## src/rtl/hazard_scoreboard_if.sv

```systemverilog
// ID-stage hazard interface: pipeline-side request/status (master) and the
// hazard scoreboard that answers with stall and multi-cycle status (slave).
interface hazard_scoreboard_if;
    localparam int unsigned REG_W = 5;
    localparam int unsigned NREG  = 32;

    logic             id_valid;
    logic [REG_W-1:0] id_rs1;
    logic [REG_W-1:0] id_rs2;
    logic             id_uses_rs1;
    logic             id_uses_rs2;
    logic [REG_W-1:0] id_rd;
    logic             id_reg_write;
    logic             id_is_multi;
    logic             ex_mem_read;
    logic [REG_W-1:0] ex_rd;
    logic             flush;
    logic             pc_write;
    logic             if_id_write;
    logic             id_ex_bubble;
    logic             mc_busy;
    logic             mc_done;
    logic [REG_W-1:0] mc_rd;
    logic [NREG-1:0]  sb_pending;

    modport master (
        output id_valid, id_rs1, id_rs2, id_uses_rs1, id_uses_rs2, id_rd,
               id_reg_write, id_is_multi, ex_mem_read, ex_rd, flush,
        input  pc_write, if_id_write, id_ex_bubble, mc_busy, mc_done, mc_rd,
               sb_pending
    );

    modport slave (
        input  id_valid, id_rs1, id_rs2, id_uses_rs1, id_uses_rs2, id_rd,
               id_reg_write, id_is_multi, ex_mem_read, ex_rd, flush,
        output pc_write, if_id_write, id_ex_bubble, mc_busy, mc_done, mc_rd,
               sb_pending
    );
endinterface

```

## src/rtl/hazard_scoreboard.sv

```systemverilog
// ID-stage hazard controller: load-use, multi-cycle RAW/structural stalls and
// a per-register pending-write scoreboard. Define HAZARD_WAW_CHECK_EN to add WAW stalls.
module hazard_scoreboard #(
    parameter int unsigned MC_LAT = 4
) (
    input  logic                clk,
    input  logic                rst_n,
    hazard_scoreboard_if.slave  hz
);
    localparam int unsigned CNT_W = 4;
    localparam int unsigned REG_W = 5;
    localparam int unsigned NREG  = 32;

    typedef enum logic {
        IDLE = 1'b0,
        RUN  = 1'b1
    } mc_state_e;

    mc_state_e        state_q, state_d;
    logic [CNT_W-1:0] cnt_q, cnt_d;
    logic [REG_W-1:0] mc_rd_q, mc_rd_d;
    logic [NREG-1:0]  sb_q, sb_d;

    logic live;
    logic load_use;
    logic raw_pending;
    logic structural;
    logic waw;
    logic stall;
    logic issue;

    // Hazard terms; a flushed ID instruction never stalls and never issues
    always_comb begin
        live        = hz.id_valid && !hz.flush;
        load_use    = hz.ex_mem_read && (hz.ex_rd != '0) &&
                      ((hz.id_uses_rs1 && (hz.id_rs1 == hz.ex_rd)) ||
                       (hz.id_uses_rs2 && (hz.id_rs2 == hz.ex_rd)));
        raw_pending = (hz.id_uses_rs1 && sb_q[hz.id_rs1]) ||
                      (hz.id_uses_rs2 && sb_q[hz.id_rs2]);
        structural  = hz.id_is_multi && (state_q == RUN);
`ifdef HAZARD_WAW_CHECK_EN
        waw         = hz.id_reg_write && sb_q[hz.id_rd];
`else
        waw         = 1'b0;
`endif
        stall       = live && (load_use || raw_pending || structural || waw);
        issue       = live && hz.id_is_multi && !stall;
    end

    always_ff @(posedge clk or negedge rst_n) begin
        if (!rst_n) begin
            state_q <= IDLE;
            cnt_q   <= '0;
            mc_rd_q <= '0;
            sb_q    <= '0;
        end else begin
            state_q <= state_d;
            cnt_q   <= cnt_d;
            mc_rd_q <= mc_rd_d;
            sb_q    <= sb_d;
        end
    end

    // Sequencer: issue only from IDLE (structural stall blocks it in RUN, including the done cycle)
    always_comb begin
        state_d = state_q;
        cnt_d   = cnt_q;
        mc_rd_d = mc_rd_q;
        sb_d    = sb_q;
        case (state_q)
            IDLE: begin
                if (issue) begin
                    state_d = RUN;
                    cnt_d   = CNT_W'(MC_LAT);
                    mc_rd_d = hz.id_rd;
                    if (hz.id_reg_write && (hz.id_rd != '0)) begin
                        sb_d[hz.id_rd] = 1'b1;
                    end
                end
            end
            RUN: begin
                if (cnt_q != '0) begin
                    cnt_d = cnt_q - CNT_W'(1);
                end
                if (cnt_q <= CNT_W'(1)) begin
                    state_d       = IDLE;
                    sb_d[mc_rd_q] = 1'b0;
                end
            end
            default: begin
                state_d = IDLE;
            end
        endcase
    end

    assign hz.pc_write     = !stall;
    assign hz.if_id_write  = !stall;
    assign hz.id_ex_bubble = stall;
    assign hz.mc_busy      = (state_q == RUN);
    assign hz.mc_done      = (state_q == RUN) && (cnt_q == CNT_W'(1));
    assign hz.mc_rd        = mc_rd_q;
    assign hz.sb_pending   = sb_q;

endmodule

```

## src/flat_wrapper.sv

```systemverilog
// flat-port wrapper written by rule: the top's interface ports become plain ports
module hazard_scoreboard_flat 
#(
    parameter int unsigned MC_LAT = 4
)
  (clk, rst_n, hz_id_valid, hz_id_rs1, hz_id_rs2, hz_id_uses_rs1, hz_id_uses_rs2, hz_id_rd, hz_id_reg_write, hz_id_is_multi, hz_ex_mem_read, hz_ex_rd, hz_flush, hz_pc_write, hz_if_id_write, hz_id_ex_bubble, hz_mc_busy, hz_mc_done, hz_mc_rd, hz_sb_pending);
  hazard_scoreboard_if hz_i ();
  input  logic clk;
  input  logic rst_n;
  input wire logic [$bits(hz_i.id_valid)-1:0] hz_id_valid;
  input wire logic [$bits(hz_i.id_rs1)-1:0] hz_id_rs1;
  input wire logic [$bits(hz_i.id_rs2)-1:0] hz_id_rs2;
  input wire logic [$bits(hz_i.id_uses_rs1)-1:0] hz_id_uses_rs1;
  input wire logic [$bits(hz_i.id_uses_rs2)-1:0] hz_id_uses_rs2;
  input wire logic [$bits(hz_i.id_rd)-1:0] hz_id_rd;
  input wire logic [$bits(hz_i.id_reg_write)-1:0] hz_id_reg_write;
  input wire logic [$bits(hz_i.id_is_multi)-1:0] hz_id_is_multi;
  input wire logic [$bits(hz_i.ex_mem_read)-1:0] hz_ex_mem_read;
  input wire logic [$bits(hz_i.ex_rd)-1:0] hz_ex_rd;
  input wire logic [$bits(hz_i.flush)-1:0] hz_flush;
  output wire logic [$bits(hz_i.pc_write)-1:0] hz_pc_write;
  output wire logic [$bits(hz_i.if_id_write)-1:0] hz_if_id_write;
  output wire logic [$bits(hz_i.id_ex_bubble)-1:0] hz_id_ex_bubble;
  output wire logic [$bits(hz_i.mc_busy)-1:0] hz_mc_busy;
  output wire logic [$bits(hz_i.mc_done)-1:0] hz_mc_done;
  output wire logic [$bits(hz_i.mc_rd)-1:0] hz_mc_rd;
  output wire logic [$bits(hz_i.sb_pending)-1:0] hz_sb_pending;
  assign hz_i.id_valid = hz_id_valid;
  assign hz_i.id_rs1 = hz_id_rs1;
  assign hz_i.id_rs2 = hz_id_rs2;
  assign hz_i.id_uses_rs1 = hz_id_uses_rs1;
  assign hz_i.id_uses_rs2 = hz_id_uses_rs2;
  assign hz_i.id_rd = hz_id_rd;
  assign hz_i.id_reg_write = hz_id_reg_write;
  assign hz_i.id_is_multi = hz_id_is_multi;
  assign hz_i.ex_mem_read = hz_ex_mem_read;
  assign hz_i.ex_rd = hz_ex_rd;
  assign hz_i.flush = hz_flush;
  assign hz_pc_write = hz_i.pc_write;
  assign hz_if_id_write = hz_i.if_id_write;
  assign hz_id_ex_bubble = hz_i.id_ex_bubble;
  assign hz_mc_busy = hz_i.mc_busy;
  assign hz_mc_done = hz_i.mc_done;
  assign hz_mc_rd = hz_i.mc_rd;
  assign hz_sb_pending = hz_i.sb_pending;
  hazard_scoreboard #(.MC_LAT(MC_LAT)) u_core (.clk(clk), .rst_n(rst_n), .hz(hz_i));
endmodule
```

## config.mk

```make
export PLATFORM = sky130hd
export DESIGN_NAME = hazard_scoreboard_flat
export DESIGN_NICKNAME = d
export VERILOG_FILES = /design/src/rtl/hazard_scoreboard_if.sv /design/src/rtl/hazard_scoreboard.sv /design/src/flat_wrapper.sv
export SDC_FILE = /design/constraint.sdc
export NUM_CORES = 1
export LEC_CHECK = 0
export BUFFER_PORTS_ARGS = -buffer_cell sky130_fd_sc_hd__buf_2
export CORE_UTILIZATION = 30
export DETAILED_ROUTE_END_ITERATION = 6
export GPL_TIMING_DRIVEN = 0
export PLACE_DENSITY = 0.47
export SETUP_SLACK_MARGIN = 0.1
export SKIP_CTS_REPAIR_TIMING = 1
export SLEW_MARGIN = 10
export SYNTH_ARGS = -nofsm -noshare
export SYNTH_HDL_FRONTEND = slang
export SYNTH_SLANG_ARGS = --single-unit
```

## constraint.sdc

```tcl
create_clock -name clk -period 5.4 [get_ports clk]
set_input_delay 0.27 -clock clk [delete_from_list [all_inputs] [get_ports clk]]
set_output_delay 0.27 -clock clk [all_outputs]
set_load 0.05 [all_outputs]
```

### Yosys cells after proc, flatten, opt, wreduce, memory -nomap -nowiden

Index checks and enable logic that the tools add are counted.

| storage, ports and cells | value |
|---|---|
| bits in registers | 42 |
| input bits | 29 |
| word-level logic and storage cells | 68 |

| operators by class | value |
|---|---|
| add/subtract/negate cells | 1 |
| order comparisons | 7 |
| eq/ne operators | 7 |
| mux-type cells | 18 |
| bitwise logic cells | 4 |
| reductions and logical operators | 27 |

Operator list:

| operator | number |
|---|---|
| 2-to-1 mux 32 bit | 3 |
| one-hot mux 32 bit (2 select lines) | 1 |
| bitwise AND 32 bit | 1 |
| NOT 32 bit | 1 |
| OR 32 bit | 1 |
| less-than comparator 5 x 6 -> 1 bit, second input constant | 4 |
| logical AND 1 bit | 15 |
| binary-select mux 1 bit (select 5 bit) | 2 |
| demux 1 bit (select 5 bit) | 2 |
| equality test 5 bit | 2 |
| greater-or-equal comparator 5 x 1 -> 1 bit, second input constant | 2 |
| nonzero test 5 bit | 2 |
| 2-to-1 mux 4 bit | 2 |
| one-hot mux 4 bit (2 select lines) | 1 |
| 2-to-1 mux 1 bit | 6 |
| equality test 4 x 1 -> 1 bit, second input constant | 1 |
| less-or-equal comparator 4 x 1 -> 1 bit, second input constant | 1 |
| logical OR 1 bit | 4 |
| != test 2 x 1 -> 1 bit, second input constant | 2 |
| != test 2 bit, second input constant | 2 |
| AND reduction 2 bit | 2 |
| nonzero test 4 bit | 1 |
| subtractor 4 x 1 -> 4 bit, second input constant | 1 |
| AND reduction 3 bit | 1 |
| other kinds (3) | 4 |

### Logic depth before layout (Yosys ltp)

Gate-level depths: netlist (run 1).

| depth | value |
|---|---|
| word-level depth | 11 |
| depth in mapped cells | 9 |
| mapped depth without buffers | 7 |

### Worst setup path after synthesis (run 1)

No wires, ideal clock.

| timing | value |
|---|---|
| path type | reg2out |
| from | register u_core.sb_q[11], in the netlist u_core.hz.sb_pending[11] |
| to | output hz_pc_write |
| data arrival time | 3.022 ns |
| data required time | 5.130 ns |
| slack | 2.108 ns |
| cell stages (with the launch flop) | 9 |
| cells stage by stage | dfrtp_1 > mux4_2 > mux2i_1 > nor2_1 > o32ai_4 > nand3_4 > buf_2 > o21ai_1 > buf_4 |

| between the ends | value |
|---|---|
| word-level cells in the longest chain between the ends | 8 |
| elaborated cells on any way between the ends | 11 |
| classes of those cells | 4 x mux; 7 x reduce/logical |

RTL lines:

| element | RTL line | RTL |
|---|---|---|
| from (decl) | hazard_scoreboard.sv:22 | `logic [NREG-1:0] sb_q, sb_d;` |
| from (signal assigned) | hazard_scoreboard.sv:55 | `sb_q <= '0;` |
| from (signal assigned) | hazard_scoreboard.sv:60 | `sb_q <= sb_d;` |
| binary-select mux 1 bit (select 5 bit) (on tied branches) | hazard_scoreboard.sv:38, hazard_scoreboard.sv:39 |  |
| 2-to-1 mux 1 bit (on tied branches) | hazard_scoreboard.sv:38, hazard_scoreboard.sv:39 |  |
| logical AND 1 bit (on tied branches) | hazard_scoreboard.sv:38, hazard_scoreboard.sv:39 |  |
| logical OR 1 bit (*) | hazard_scoreboard.sv:38 | `raw_pending = (hz.id_uses_rs1 && sb_q[hz.id_rs1]) \|\|` |
| logical OR 1 bit (*) (2 in a row) | hazard_scoreboard.sv:46 | `stall = live && (load_use \|\| raw_pending \|\| structural \|\| waw);` |
| logical AND 1 bit (*) | hazard_scoreboard.sv:46 |  |
| zero test 1 bit (*) | -- |  |
| to (decl) | flat_wrapper.sv:21 | `output wire logic [$bits(hz_i.pc_write)-1:0] hz_pc_write;` |

Mark *: on every way between the ends. The rest lies on a longest branch, timed or not. The select of a mux whose other input is x is not followed.

### Worst setup path after layout (run 1)

| timing | value |
|---|---|
| from | register u_core.sb_q[11], in the netlist u_core.hz.sb_pending[11] |
| to | output hz_pc_write |

| between the ends | value |
|---|---|
| word-level cells in the longest chain between the ends | 8 |
| elaborated cells on any way between the ends | 11 |
| classes of those cells | 4 x mux; 7 x reduce/logical |

RTL lines:

| element | RTL line | RTL |
|---|---|---|
| binary-select mux 1 bit (select 5 bit) (on tied branches) | hazard_scoreboard.sv:38, hazard_scoreboard.sv:39 |  |
| 2-to-1 mux 1 bit (on tied branches) | hazard_scoreboard.sv:38, hazard_scoreboard.sv:39 |  |
| logical AND 1 bit (on tied branches) | hazard_scoreboard.sv:38, hazard_scoreboard.sv:39 |  |
| logical OR 1 bit (*) | hazard_scoreboard.sv:38 |  |
| logical OR 1 bit (*) (2 in a row) | hazard_scoreboard.sv:46 |  |
| logical AND 1 bit (*) | hazard_scoreboard.sv:46 |  |
| zero test 1 bit (*) | hazard_scoreboard.sv:96 | `assign hz.pc_write = !stall;` |

Marked as above.

==> run_summary.xml, run 1 <==
<?xml version="1.0" encoding="UTF-8"?>
<metrics>
  <group name="status">
    <metric name="run_status" unit="">finished, violations left</metric>
    <metric name="failed_checks" unit="">design-rule violations</metric>
  </group>
  <group name="logic_synthesis">
    <metric name="synth_seq_cells" unit="">42</metric>
    <metric name="synth_enable_flop_cells" unit="">0</metric>
    <metric name="syn_nets" unit="">311</metric>
    <metric name="synth_cells" unit="">279</metric>
    <metric name="synth_top_cell_area_share" unit="">0.381</metric>
    <metric name="synth-async-reset-ratio" unit="">1.00</metric>
    <metric name="compound_cell_area_share_of_the_yosys_netlist" unit="">0.178</metric>
    <metric name="synth_top_family_by_area" unit="">compound AO/OA/AOI/OAI gates</metric>
    <metric name="synth-xor-area-share" unit="">0.0381</metric>
    <metric name="netlist_top_cells_area" unit="">sky130_fd_sc_hd__dfrtp_1 38%, sky130_fd_sc_hd__mux4_2 11%, sky130_fd_sc_hd__o21ai_0 6.0%</metric>
    <metric name="warning_count_from_the_yosys_run" unit="">0</metric>
    <metric name="syn_avg_cell_area" unit="sq um">9.89</metric>
    <metric name="synth.cells.most_frequent" unit="">42 x sky130_fd_sc_hd__dfrtp_1, 33 x sky130_fd_sc_hd__o21ai_0, 30 x sky130_fd_sc_hd__nand2_1, 18 x sky130_fd_sc_hd__o31ai_1, 15 x sky130_fd_sc_hd__nor2_1</metric>
    <metric name="synth_sequential_area_ratio" unit="">0.381</metric>
    <metric name="number_of_distinct_standard_cells_referenced_by_the_synthesized_netlist" unit="">46</metric>
    <metric name="yosys.area_share.adder" unit="">0.0136</metric>
    <metric name="yosysMostFrequentCell" unit="">sky130_fd_sc_hd__dfrtp_1</metric>
    <metric name="post_synth_and_or_nand_nor_area_fraction" unit="">0.164</metric>
    <metric name="synth.largest_area_cell" unit="">sky130_fd_sc_hd__dfrtp_1</metric>
    <metric name="synthesis.area" unit="sq um">2760</metric>
    <metric name="synth_mux_area_frac" unit="">0.174</metric>
    <metric name="ys.flop_type" unit="">sky130_fd_sc_hd__dfrtp_1</metric>
  </group>
  <group name="worst_setup_path">
    <metric name="critical-path-max-stage-delay" unit="ns">0.50</metric>
    <metric name="cp.depth" unit="">9</metric>
    <metric name="critical_path.n_buffers_inverters" unit="">3</metric>
    <metric name="critical_setup_path_class" unit="">reg -&gt; out</metric>
    <metric name="reg2regPathDepth" unit="">6</metric>
    <metric name="timing.critical_path.max_delay_family" unit="">multiplexers</metric>
    <metric name="timing.critical_path.arrival" unit="ns">2.78</metric>
    <metric name="setup.worst_path.end_class" unit="">output port</metric>
    <metric name="setup.worst_path.start_class" unit="">register</metric>
    <metric name="cp_data_required_time" unit="ns">5.13</metric>
    <metric name="cpMostUsedCell" unit="">sky130_fd_sc_hd__buf_2</metric>
    <metric name="critical_path.startpoint" unit="">u_core.hz.sb_pending[11]</metric>
    <metric name="critPathSlowestCell" unit="">sky130_fd_sc_hd__mux4_2</metric>
    <metric name="worstPathCellList" unit="">mux4_2 -&gt; mux2i_1 -&gt; nor2_1 -&gt; o32ai_4 -&gt; nand3_4 -&gt; buf_2 -&gt; o21ai_1 -&gt; buf_4 -&gt; buf_2</metric>
    <metric name="crit_path_max_fanout" unit="">10</metric>
    <metric name="worst_r2r_startpoint" unit="">u_core.hz.sb_pending[11]</metric>
    <metric name="ff2ff_setup_slack" unit="ns">3.04</metric>
    <metric name="r2r-end" unit="">u_core.hz.mc_rd[2]</metric>
  </group>
  <group name="sta">
    <metric name="timing.final.crit_share" unit="">0.565</metric>
    <metric name="tightestPinTransition" unit="ns">1.01</metric>
    <metric name="slew_viol_final" unit="">0</metric>
    <metric name="max_clock_freq" unit="GHz">0.328</metric>
    <metric name="final_hold_fails" unit="">0</metric>
    <metric name="hold_slack" unit="ns">0.140</metric>
    <metric name="grt_setup_unrepaired" unit="">false</metric>
    <metric name="final_sum_of_negative_setup_slack" unit="ns">0</metric>
    <metric name="slew_headroom" unit="">0.325</metric>
    <metric name="post-route-min-period" unit="ns">3.05</metric>
    <metric name="final_count_of_negative_setup_slack_endpoints" unit="">0</metric>
    <metric name="finalClockSkew" unit="ns">0.0120</metric>
  </group>
  <group name="placed_design">
    <metric name="dp_hpwl" unit="mm">6.51</metric>
    <metric name="finalWeightedCongestion" unit="">0.827</metric>
    <metric name="count_of_buffers_from_port_buffering" unit="">61</metric>
  </group>
  <group name="clocking">
    <metric name="tritoncts_clock_tree" unit="">built</metric>
    <metric name="clkSinkCount" unit="">42</metric>
    <metric name="ctsHtreeMaxLevel" unit="">2</metric>
    <metric name="cts.path.max_buffers" unit="">2</metric>
    <metric name="tritoncts.num_buffers" unit="">5</metric>
    <metric name="path_clk_slew" unit="ns">0.09</metric>
    <metric name="root_buffer" unit="">sky130_fd_sc_hd__clkbuf_8</metric>
    <metric name="clock_latency" unit="ns">0.30</metric>
  </group>
  <group name="cells_and_area">
    <metric name="final_nets" unit="">379</metric>
    <metric name="flow.area_growth_from_synthesis" unit="%">19.4</metric>
    <metric name="post_route_cells_drive_above_1_share" unit="">0.290</metric>
    <metric name="antenna-diode-count" unit="">0</metric>
    <metric name="fin_util" unit="">0.374</metric>
  </group>
  <group name="global_route">
    <metric name="grt_max_degree" unit="">43</metric>
    <metric name="initial_antenna_violation_count" unit="">0</metric>
    <metric name="grtUsageTotal" unit="">0.191</metric>
    <metric name="grt_pass1_wl" unit="mm">14.1</metric>
    <metric name="vias_in_the_first_global_route" unit="">2473</metric>
    <metric name="grt.overflow.total" unit="">0</metric>
  </group>
  <group name="detailed_routing">
    <metric name="drt-vias-per-instance" unit="">5.58</metric>
    <metric name="drt_first_iter_violations" unit="">181</metric>
    <metric name="routed_wl" unit="mm">8.67</metric>
    <metric name="vias" unit="">2545</metric>
    <metric name="route.detailed.drc" unit="">9</metric>
    <metric name="drt_pre_antenna_iters" unit="">7</metric>
    <metric name="antenna_left" unit="">0</metric>
    <metric name="post_drt_wl_per_cell" unit="um">19.0</metric>
  </group>
  <group name="power">
    <metric name="total_leakage_power" unit="nW">1.16</metric>
    <metric name="pwr_density_cell" unit="nW/um^2">353</metric>
    <metric name="ir_drop" unit="V">0.000245</metric>
  </group>
  <group name="floorplan">
    <metric name="dieWidth" unit="um">97.9</metric>
    <metric name="rows" unit="">34</metric>
    <metric name="initial_core_util" unit="">0.313</metric>
    <metric name="chipHeight" unit="um">97.9</metric>
    <metric name="num_io_pins" unit="">71</metric>
    <metric name="floorplan.die_area" unit="sq um">9580</metric>
    <metric name="core_area" unit="sq um">8810</metric>
  </group>
  <group name="worst_hold_path">
    <metric name="hold_path_class" unit="">in -&gt; async</metric>
  </group>
  <group name="job">
    <metric name="timing.max_cap.violations" unit="">0</metric>
  </group>
</metrics>
[power breakdown]
group          leakage [nW]  switching (mW)  internal [mW]  total (mW)
registers             0.415          0.0590          0.372       0.431
logic                 0.699           0.353          0.157       0.511
clock network        0.0472           0.117          0.103       0.220
[routing by layer]
layer,part of all wire,wire (um),track usage
met3,0.069,601,0.0308
met4,0.020,170,0.0583
met2,0.45,3940,0.295
met5,0,0,0
met1,0.46,3960,0.273
[cells in the final DEF (no fill, tap or decap), types with 8 or more instances in the layout]
cell type and instances:
sky130_fd_sc_hd__buf_2 66, sky130_fd_sc_hd__clkbuf_1 10, sky130_fd_sc_hd__dfrtp_1 42, sky130_fd_sc_hd__inv_1 8, sky130_fd_sc_hd__mux4_2 13, sky130_fd_sc_hd__nand2_1 30
sky130_fd_sc_hd__nand3_1 11, sky130_fd_sc_hd__nor2_1 15, sky130_fd_sc_hd__o21ai_0 33, sky130_fd_sc_hd__o21ai_1 12, sky130_fd_sc_hd__o31ai_1 18, sky130_fd_sc_hd__xnor2_1 10
[worst max-delay path by stage]
stage                        endpoint
after floorplan           hz_pc_write
after global placement    hz_pc_write
after detailed placement  hz_pc_write
after CTS                 hz_pc_write
after global routing      hz_pc_write
final                     hz_pc_write
[logic make-up (layout without fill, tap and decap cells)]
kind of cell             after synthesis  after routing
XOR/XNOR                              12             12
adder cells (fa/ha/maj)                3              3
flip-flops                            42             42
buffers and inverters                 29             98
AO/OA/AOI/OAI                         77             77
AND/OR/NAND/NOR                       87             87
multiplexers                          29             29
[state kept, by name, indices dropped and copies added (netlist names)]
| signal | count |
|---|---|
| u_core.hz.sb_pending | 32 |
| u_core.cnt_q | 4 |
| u_core.hz.mc_rd | 5 |
| u_core.hz.mc_busy | 1 |
[layout make-up]
type	count	area [sq um]
Buffer	21	111
Clock buffer	6	82.6
Clock inverter	2	12.5
Fill cell	916	5510
Inverter	8	30.0
Multi-Input combinational cell	208	1570
Sequential cell	42	1050
Tap cell	108	135
Timing Repair Buffer	61	305
[per-stage QoR]
step                std cells  power [mW]  setup slack, ns  area (sq um)
global route              456        1.24             2.18          3290
floorplan                 279       0.808             2.11          2760
detailed placement        448       0.952             2.48          3200
CTS                       456        1.18             2.32          3290
finish                    456        1.16             2.35          3290
global placement          448       0.945             2.49          3200
(Power assumes the default switching activity.)
==> inputs of run 2 (changes only) <==
==> constraint.sdc (replaced) <==
create_clock -name clk -period 3 [get_ports clk]
set_input_delay 0.15 -clock clk [delete_from_list [all_inputs] [get_ports clk]]
set_output_delay 0.15 -clock clk [all_outputs]
set_load 0.05 [all_outputs]
==> run 2 against run 1 <==
  * The flow still finishes with violations (design-rule violations)
  * Final cell count increased by 0.22%
  * Sequential share of layout area fell by 0.19 points
  * First-iteration DRC count down 7.2%
  * Core utilization rose by 0.23 points
  * Clock power up 78%
  * Worst hold slack lost 0.13 ns
  * Critical endpoint unchanged
  * Global-route usage down 0.63 points
==> run_summary.xml, run 2 (synthesis gave the netlist of run 1 again) <==
<?xml version="1.0" encoding="UTF-8"?>
<metrics>
  <group name="detailed_routing">
    <metric name="vias" unit="">2498</metric>
    <metric name="route.detailed.drc" unit="">6</metric>
    <metric name="drt_pre_antenna_iters" unit="">7</metric>
    <metric name="antenna_left" unit="">0</metric>
    <metric name="drt_first_iter_violations" unit="">168</metric>
    <metric name="routed_wl" unit="mm">8.63</metric>
    <metric name="post_drt_wl_per_cell" unit="um">18.9</metric>
    <metric name="drt-vias-per-instance" unit="">5.47</metric>
  </group>
  <group name="cells_and_area">
    <metric name="layout.cells.most_common" unit="">sky130_fd_sc_hd__buf_2</metric>
    <metric name="mostFrequentLayoutCells" unit="">64 x sky130_fd_sc_hd__buf_2, 42 x sky130_fd_sc_hd__dfrtp_1, 33 x sky130_fd_sc_hd__o21ai_0</metric>
    <metric name="layout_cells_excl_fill" unit="">457</metric>
    <metric name="final_nets" unit="">380</metric>
    <metric name="post_route_cells_drive_above_1_share" unit="">0.295</metric>
    <metric name="largest_register_ffs" unit="">32</metric>
    <metric name="antenna-diode-count" unit="">0</metric>
    <metric name="flow.area_growth_from_synthesis" unit="%">20.1</metric>
  </group>
  <group name="placed_design">
    <metric name="dpl.cell_count" unit="">448</metric>
    <metric name="finalWeightedCongestion" unit="">0.810</metric>
    <metric name="count_of_buffers_from_port_buffering" unit="">61</metric>
    <metric name="dp_hpwl" unit="mm">6.49</metric>
  </group>
  <group name="clocking">
    <metric name="cts.path.max_buffers" unit="">2</metric>
    <metric name="tritoncts.num_buffers" unit="">5</metric>
    <metric name="clock_latency" unit="ns">0.30</metric>
    <metric name="path_clk_slew" unit="ns">0.09</metric>
    <metric name="clkSinkCount" unit="">42</metric>
    <metric name="ctsHtreeMaxLevel" unit="">2</metric>
    <metric name="root_buffer" unit="">sky130_fd_sc_hd__clkbuf_8</metric>
    <metric name="tritoncts_clock_tree" unit="">built</metric>
  </group>
  <group name="sta">
    <metric name="grt_setup_unrepaired" unit="">false</metric>
    <metric name="timing.final.crit_share" unit="">0.914</metric>
    <metric name="slew_headroom" unit="">0.344</metric>
    <metric name="slew_viol_final" unit="">0</metric>
    <metric name="post-route-min-period" unit="ns">2.74</metric>
    <metric name="final_count_of_negative_setup_slack_endpoints" unit="">0</metric>
    <metric name="final_sum_of_negative_setup_slack" unit="ns">0</metric>
    <metric name="finalClockSkew" unit="ns">0.00842</metric>
    <metric name="tightestPinTransition" unit="ns">0.985</metric>
    <metric name="max_clock_freq" unit="GHz">0.365</metric>
    <metric name="final_hold_fails" unit="">0</metric>
  </group>
  <group name="worst_setup_path">
    <metric name="critical_setup_path_class" unit="">reg -&gt; out</metric>
    <metric name="setup.worst_path.end_class" unit="">output port</metric>
    <metric name="critical-path-max-stage-delay" unit="ns">0.49</metric>
    <metric name="cp_data_required_time" unit="ns">2.85</metric>
    <metric name="setup.worst_path.start_class" unit="">register</metric>
    <metric name="crit_path_max_fanout" unit="">10</metric>
    <metric name="critPathSlowestCell" unit="">sky130_fd_sc_hd__mux4_2</metric>
    <metric name="worstPathCellList" unit="">mux4_2 -&gt; mux2i_1 -&gt; nor2_1 -&gt; o32ai_4 -&gt; nand3_4 -&gt; buf_6 -&gt; o21ai_2 -&gt; buf_4 -&gt; clkbuf_4</metric>
    <metric name="timing.critical_path.arrival" unit="ns">2.59</metric>
  </group>
  <group name="global_route">
    <metric name="grt.overflow.total" unit="">0</metric>
    <metric name="grt_pass1_wl" unit="mm">13.6</metric>
    <metric name="vias_in_the_first_global_route" unit="">2408</metric>
    <metric name="grtUsageTotal" unit="">0.184</metric>
    <metric name="initial_antenna_violation_count" unit="">0</metric>
    <metric name="grt_max_degree" unit="">43</metric>
  </group>
  <group name="floorplan">
    <metric name="initial_core_util" unit="">0.313</metric>
    <metric name="floorplan.die_area" unit="sq um">9580</metric>
    <metric name="core_area" unit="sq um">8810</metric>
    <metric name="chipHeight" unit="um">97.9</metric>
    <metric name="num_io_pins" unit="">71</metric>
    <metric name="rows" unit="">34</metric>
    <metric name="dieWidth" unit="um">97.9</metric>
  </group>
  <group name="power">
    <metric name="power.switching" unit="mW">0.951</metric>
    <metric name="pwr-share-comb" unit="">0.444</metric>
    <metric name="share_seq_of_total_power" unit="">0.369</metric>
    <metric name="internal-power" unit="mW">1.14</metric>
    <metric name="ir_drop" unit="V">0.000420</metric>
    <metric name="total_power" unit="mW">2.09</metric>
    <metric name="pwr_density_cell" unit="nW/um^2">632</metric>
    <metric name="pwr-share-clk" unit="">0.187</metric>
    <metric name="total_leakage_power" unit="nW">1.17</metric>
    <metric name="power.switching_fraction" unit="">0.454</metric>
  </group>
  <group name="status">
    <metric name="run_status" unit="">finished, violations left</metric>
    <metric name="failed_checks" unit="">design-rule violations</metric>
  </group>
  <group name="worst_hold_path">
    <metric name="hold_path_class" unit="">in -&gt; async</metric>
  </group>
  <group name="job">
    <metric name="timing.max_cap.violations" unit="">0</metric>
  </group>
</metrics>
## run 2: cell types whose count changed in the layout (fill, tap and decap cells not counted), sizes merged
cell,before,now
clkbuf,16,17
## run 2: layer usage
metal | vias up | part of all wire | GRT usage
met5 | - | 0 | 0
met4 | 0 | 0.0065 | 0.0408
met3 | 6 | 0.060 | 0.0358
met2 | 79 | 0.47 | 0.284
met1 | 1229 | 0.46 | 0.266
li1 | 1184 | - | -
## run 2: stage by stage
step | setup WS [ns] | instance area (sq um) | hold WS [ns] | util
6_report | 0.259 | 3310 | 0.00975 | 0.376
5_1_grt | 0.145 | 3310 | 0.106 | 0.376
4_1_cts | 0.0758 | 3300 | 0.0540 | 0.375
2_1_floorplan | 0.138 | 2760 | -0.146 | -
3_3_place_gp | 0.368 | 3200 | 0.379 | 0.364
3_5_place_dp | 0.361 | 3200 | 0.383 | 0.364
## run 2: worst max-delay path, delay by kind of cell, from the launching register on
family,cells,cell delay (ns)
and+or+nand+nor,2,0.20
buffers and inverters,3,0.49
muxes,2,0.65
AOI/OAI and AO/OA,2,0.52
DFF,1,0.42
## run 2: final cells by class
cell class	count	area [sq um]
Inverter	8	30.0
Multi-Input combinational cell	208	1570
Clock inverter	2	12.5
Tap cell	108	135
Buffer	21	118
Timing Repair Buffer	62	315
Fill cell	891	5490
Clock buffer	6	82.6
Sequential cell	42	1050
## run 2: final timing paths
check | cells past startpoint | to | slack (ns) | from
max | 9 | hz_pc_write | 0.26 | u_core.hz.sb_pending[11]
min | 1 | u_core.hz.sb_pending[10] | 0.01 | rst_n
max reg2reg | 6 | u_core.hz.mc_rd[2] | 0.59 | u_core.hz.sb_pending[11]
min reg2reg | 2 | u_core.cnt_q[2] | 0.56 | u_core.cnt_q[2]
max in group asynchronous | 1 | u_core.cnt_q[2] | 2.38 | rst_n
min in group clk | 3 | u_core.hz.sb_pending[27] | 0.16 | hz_id_reg_write
## run 2: power by group through the flow
| stage | Combinational, mW | Sequential [mW] | Clock, mW |
|---|---|---|---|
| finish | 0.929 | 0.773 | 0.392 |
| detailed placement | 0.925 | 0.784 | 0 |
| global placement | 0.918 | 0.782 | 0 |
| CTS | 0.927 | 0.773 | 0.407 |
| floorplan | 0.426 | 1.03 | 0 |
| global route | 1.00 | 0.789 | 0.425 |
==> inputs of run 3 (changes only) <==
--- a/config.mk
+++ b/config.mk
@@ -6,10 +6,12 @@
 export NUM_CORES = 1
 export LEC_CHECK = 0
 export BUFFER_PORTS_ARGS = -buffer_cell sky130_fd_sc_hd__buf_2
+export CELL_PAD_IN_SITES_DETAIL_PLACEMENT = 0
+export CELL_PAD_IN_SITES_GLOBAL_PLACEMENT = 2
 export CORE_UTILIZATION = 30
 export DETAILED_ROUTE_END_ITERATION = 6
 export GPL_TIMING_DRIVEN = 0
-export PLACE_DENSITY = 0.47
+export PLACE_DENSITY = 0.72
 export SETUP_SLACK_MARGIN = 0.1
 export SKIP_CTS_REPAIR_TIMING = 1
 export SLEW_MARGIN = 10
==> constraint.sdc (replaced) <==
create_clock -name clk -period 3 [get_ports clk]
set_input_delay 0.15 -clock clk [delete_from_list [all_inputs] [get_ports clk]]
set_output_delay 0.15 -clock clk [all_outputs]
set_load 0.01 [all_outputs]
==> run 3 against run 2 <==
  * The run still ends with design-rule violations left
  * Worst setup slack better by 0.045 ns
  * Global-route usage rose by 0.85 points
  * Count of clock-buffer cells in the layout shrank 1
  * Clock skew up 0.0015 ns
  * Largest cell class unchanged
  * Largest power group is now sequential cells
==> run_summary.xml, run 3 (synthesis gave the netlist of run 1 again) <==
<?xml version="1.0" encoding="UTF-8"?>
<metrics>
  <group name="worst_setup_path">
    <metric name="crit_path_max_fanout" unit="">10</metric>
    <metric name="reg2regPathDepth" unit="">7</metric>
    <metric name="setup.worst_path.start_class" unit="">register</metric>
    <metric name="critPathSlowestCell" unit="">sky130_fd_sc_hd__mux4_2</metric>
    <metric name="critical-path-max-stage-delay" unit="ns">0.51</metric>
    <metric name="critical_setup_path_class" unit="">reg -&gt; out</metric>
    <metric name="setup.worst_path.end_class" unit="">output port</metric>
    <metric name="r2r-end" unit="">u_core.hz.mc_rd[0]</metric>
    <metric name="worst_r2r_startpoint" unit="">u_core.hz.sb_pending[11]</metric>
    <metric name="timing.critical_path.arrival" unit="ns">2.55</metric>
    <metric name="cp_data_required_time" unit="ns">2.85</metric>
    <metric name="ff2ff_setup_slack" unit="ns">0.52</metric>
    <metric name="worstPathCellList" unit="">mux4_2 -&gt; mux2i_1 -&gt; nor2_1 -&gt; o32ai_4 -&gt; nand3_4 -&gt; buf_6 -&gt; o21ai_1 -&gt; buf_4 -&gt; buf_2</metric>
  </group>
  <group name="floorplan">
    <metric name="dieWidth" unit="um">97.9</metric>
    <metric name="initial_core_util" unit="">0.313</metric>
    <metric name="rows" unit="">34</metric>
    <metric name="floorplan.die_area" unit="sq um">9580</metric>
    <metric name="chipHeight" unit="um">97.9</metric>
    <metric name="core_area" unit="sq um">8810</metric>
    <metric name="num_io_pins" unit="">71</metric>
  </group>
  <group name="global_route">
    <metric name="vias_in_the_first_global_route" unit="">2496</metric>
    <metric name="grt.overflow.total" unit="">0</metric>
    <metric name="grtUsageTotal" unit="">0.193</metric>
    <metric name="initial_antenna_violation_count" unit="">0</metric>
    <metric name="grt_pass1_wl" unit="mm">14.2</metric>
    <metric name="grt_max_degree" unit="">43</metric>
  </group>
  <group name="clocking">
    <metric name="clock_latency" unit="ns">0.30</metric>
    <metric name="ctsHtreeMaxLevel" unit="">2</metric>
    <metric name="path_clk_slew" unit="ns">0.10</metric>
    <metric name="cts.path.max_buffers" unit="">2</metric>
    <metric name="root_buffer" unit="">sky130_fd_sc_hd__clkbuf_8</metric>
    <metric name="tritoncts_clock_tree" unit="">built</metric>
    <metric name="clkSinkCount" unit="">42</metric>
    <metric name="tritoncts.num_buffers" unit="">5</metric>
  </group>
  <group name="sta">
    <metric name="final_hold_fails" unit="">0</metric>
    <metric name="max_clock_freq" unit="GHz">0.371</metric>
    <metric name="finalClockSkew" unit="ns">0.00992</metric>
    <metric name="final_sum_of_negative_setup_slack" unit="ns">0</metric>
    <metric name="post-route-min-period" unit="ns">2.70</metric>
    <metric name="final_count_of_negative_setup_slack_endpoints" unit="">0</metric>
    <metric name="timing.final.crit_share" unit="">0.899</metric>
    <metric name="slew_headroom" unit="">0.328</metric>
    <metric name="grt_setup_unrepaired" unit="">false</metric>
    <metric name="tightestPinTransition" unit="ns">1.01</metric>
    <metric name="slew_viol_final" unit="">0</metric>
  </group>
  <group name="cells_and_area">
    <metric name="layout.cells.most_common" unit="">sky130_fd_sc_hd__buf_2</metric>
    <metric name="mostFrequentLayoutCells" unit="">65 x sky130_fd_sc_hd__buf_2, 42 x sky130_fd_sc_hd__dfrtp_1, 33 x sky130_fd_sc_hd__o21ai_0</metric>
    <metric name="post_route_cells_drive_above_1_share" unit="">0.294</metric>
    <metric name="layout_cells_excl_fill" unit="">458</metric>
    <metric name="finalInstanceArea" unit="sq um">3310</metric>
    <metric name="antenna-diode-count" unit="">0</metric>
    <metric name="flow.area_growth_from_synthesis" unit="%">20.1</metric>
    <metric name="final_nets" unit="">381</metric>
    <metric name="fillerInstances" unit="">928</metric>
    <metric name="largest_register_ffs" unit="">32</metric>
  </group>
  <group name="power">
    <metric name="total_leakage_power" unit="nW">1.17</metric>
    <metric name="ir_drop" unit="V">0.000319</metric>
    <metric name="share_seq_of_total_power" unit="">0.420</metric>
    <metric name="pwr_density_cell" unit="nW/um^2">554</metric>
    <metric name="pwr-share-clk" unit="">0.213</metric>
    <metric name="pwr-share-comb" unit="">0.367</metric>
    <metric name="total_power" unit="mW">1.83</metric>
    <metric name="internal-power" unit="mW">1.13</metric>
    <metric name="power.switching_fraction" unit="">0.386</metric>
    <metric name="power.switching" unit="mW">0.708</metric>
  </group>
  <group name="detailed_routing">
    <metric name="route.detailed.drc" unit="">8</metric>
    <metric name="drt_pre_antenna_iters" unit="">7</metric>
    <metric name="post_drt_wl_per_cell" unit="um">19.4</metric>
    <metric name="vias" unit="">2552</metric>
    <metric name="drt_first_iter_violations" unit="">168</metric>
    <metric name="routed_wl" unit="mm">8.89</metric>
    <metric name="antenna_left" unit="">0</metric>
    <metric name="drt-vias-per-instance" unit="">5.57</metric>
  </group>
  <group name="placed_design">
    <metric name="count_of_buffers_from_port_buffering" unit="">61</metric>
    <metric name="placement.cell_area" unit="sq um">3200</metric>
    <metric name="dpl.cell_count" unit="">448</metric>
    <metric name="finalWeightedCongestion" unit="">0.803</metric>
    <metric name="dp_hpwl" unit="mm">6.61</metric>
  </group>
  <group name="worst_hold_path">
    <metric name="hold_path_class" unit="">in -&gt; async</metric>
  </group>
  <group name="job">
    <metric name="timing.max_cap.violations" unit="">0</metric>
  </group>
  <group name="status">
    <metric name="failed_checks" unit="">design-rule violations</metric>
    <metric name="run_status" unit="">finished, violations left</metric>
  </group>
</metrics>
==> run 3: cell types whose count changed in the layout (fill, tap and decap cells not counted) <==
cell,change
sky130_fd_sc_hd__inv_6,+1
sky130_fd_sc_hd__buf_4,+1
sky130_fd_sc_hd__clkbuf_4,-1
sky130_fd_sc_hd__clkinv_4,+1
sky130_fd_sc_hd__o21ai_1,+1
sky130_fd_sc_hd__clkbuf_8,-1
sky130_fd_sc_hd__clkinv_2,-1
sky130_fd_sc_hd__o21ai_2,-1
sky130_fd_sc_hd__buf_2,+1
==> run 3: cell type report <==
cell class,instances,area (sq um),area share
inverter,8,30.0,0.00906
clock inverter,3,25.0,0.00755
tap,108,135,0.0408
sequential,42,1050,0.317
clock buffer,5,68.8,0.0208
timing repair buffer,63,320,0.0966
buffer,21,118,0.0355
multi-input combinational,208,1570,0.473
==> run 3: metrics by stage <==
stage	hold WS, ns	utilization	worst slack, ns
3_5_place_dp	0.388	0.363	0.464
2_1_floorplan	-0.146	-	0.708
4_1_cts	0.0535	0.374	0.186
3_3_place_gp	0.374	0.363	0.478
6_report	0.00769	0.376	0.304
5_1_grt	0.0826	0.376	0.149
==> run 3: critical path, delay by kind of cell, from the launching register on <==
kind	cells	cell delay, ns
AOI/OAI and AO/OA	2	0.54
muxes	2	0.66
buffers and inverters	3	0.41
DFF	1	0.43
and+or+nand+nor	2	0.19
==> run 3: layer usage <==
metal  vias to the layer above  track usage  part of all wire
met4                         0       0.0315            0.0019
li1                       1183            -                 -
met3                         2       0.0458             0.070
met5                         -            0                 0
met2                        96        0.293              0.46
met1                      1271        0.282              0.47
==> run 3: worst max path at each step <==
| stage | from | endpoint | slack [ns] |
|---|---|---|---|
| 2_1_floorplan | u_core.hz.sb_pending[11] | hz_pc_write | 0.71 |
| 3_3_place_gp | hz_id_rs2[0] | hz_pc_write | 0.48 |
| 3_5_place_dp | hz_id_rs2[0] | hz_pc_write | 0.46 |
| 4_1_cts | u_core.hz.sb_pending[11] | hz_pc_write | 0.19 |
| 5_1_grt | u_core.hz.sb_pending[11] | hz_pc_write | 0.15 |
| 6_report | u_core.hz.sb_pending[11] | hz_pc_write | 0.30 |
==> run 3: power groups by stage <==
stage / clock, mW / combinational [mW] / sequential [mW]
2_1_floorplan: 0 / 0.411 / 0.793
3_3_place_gp: 0 / 0.664 / 0.782
3_5_place_dp: 0 / 0.670 / 0.781
4_1_cts: 0.404 / 0.672 / 0.770
5_1_grt: 0.433 / 0.751 / 0.787
6_report: 0.390 / 0.673 / 0.771
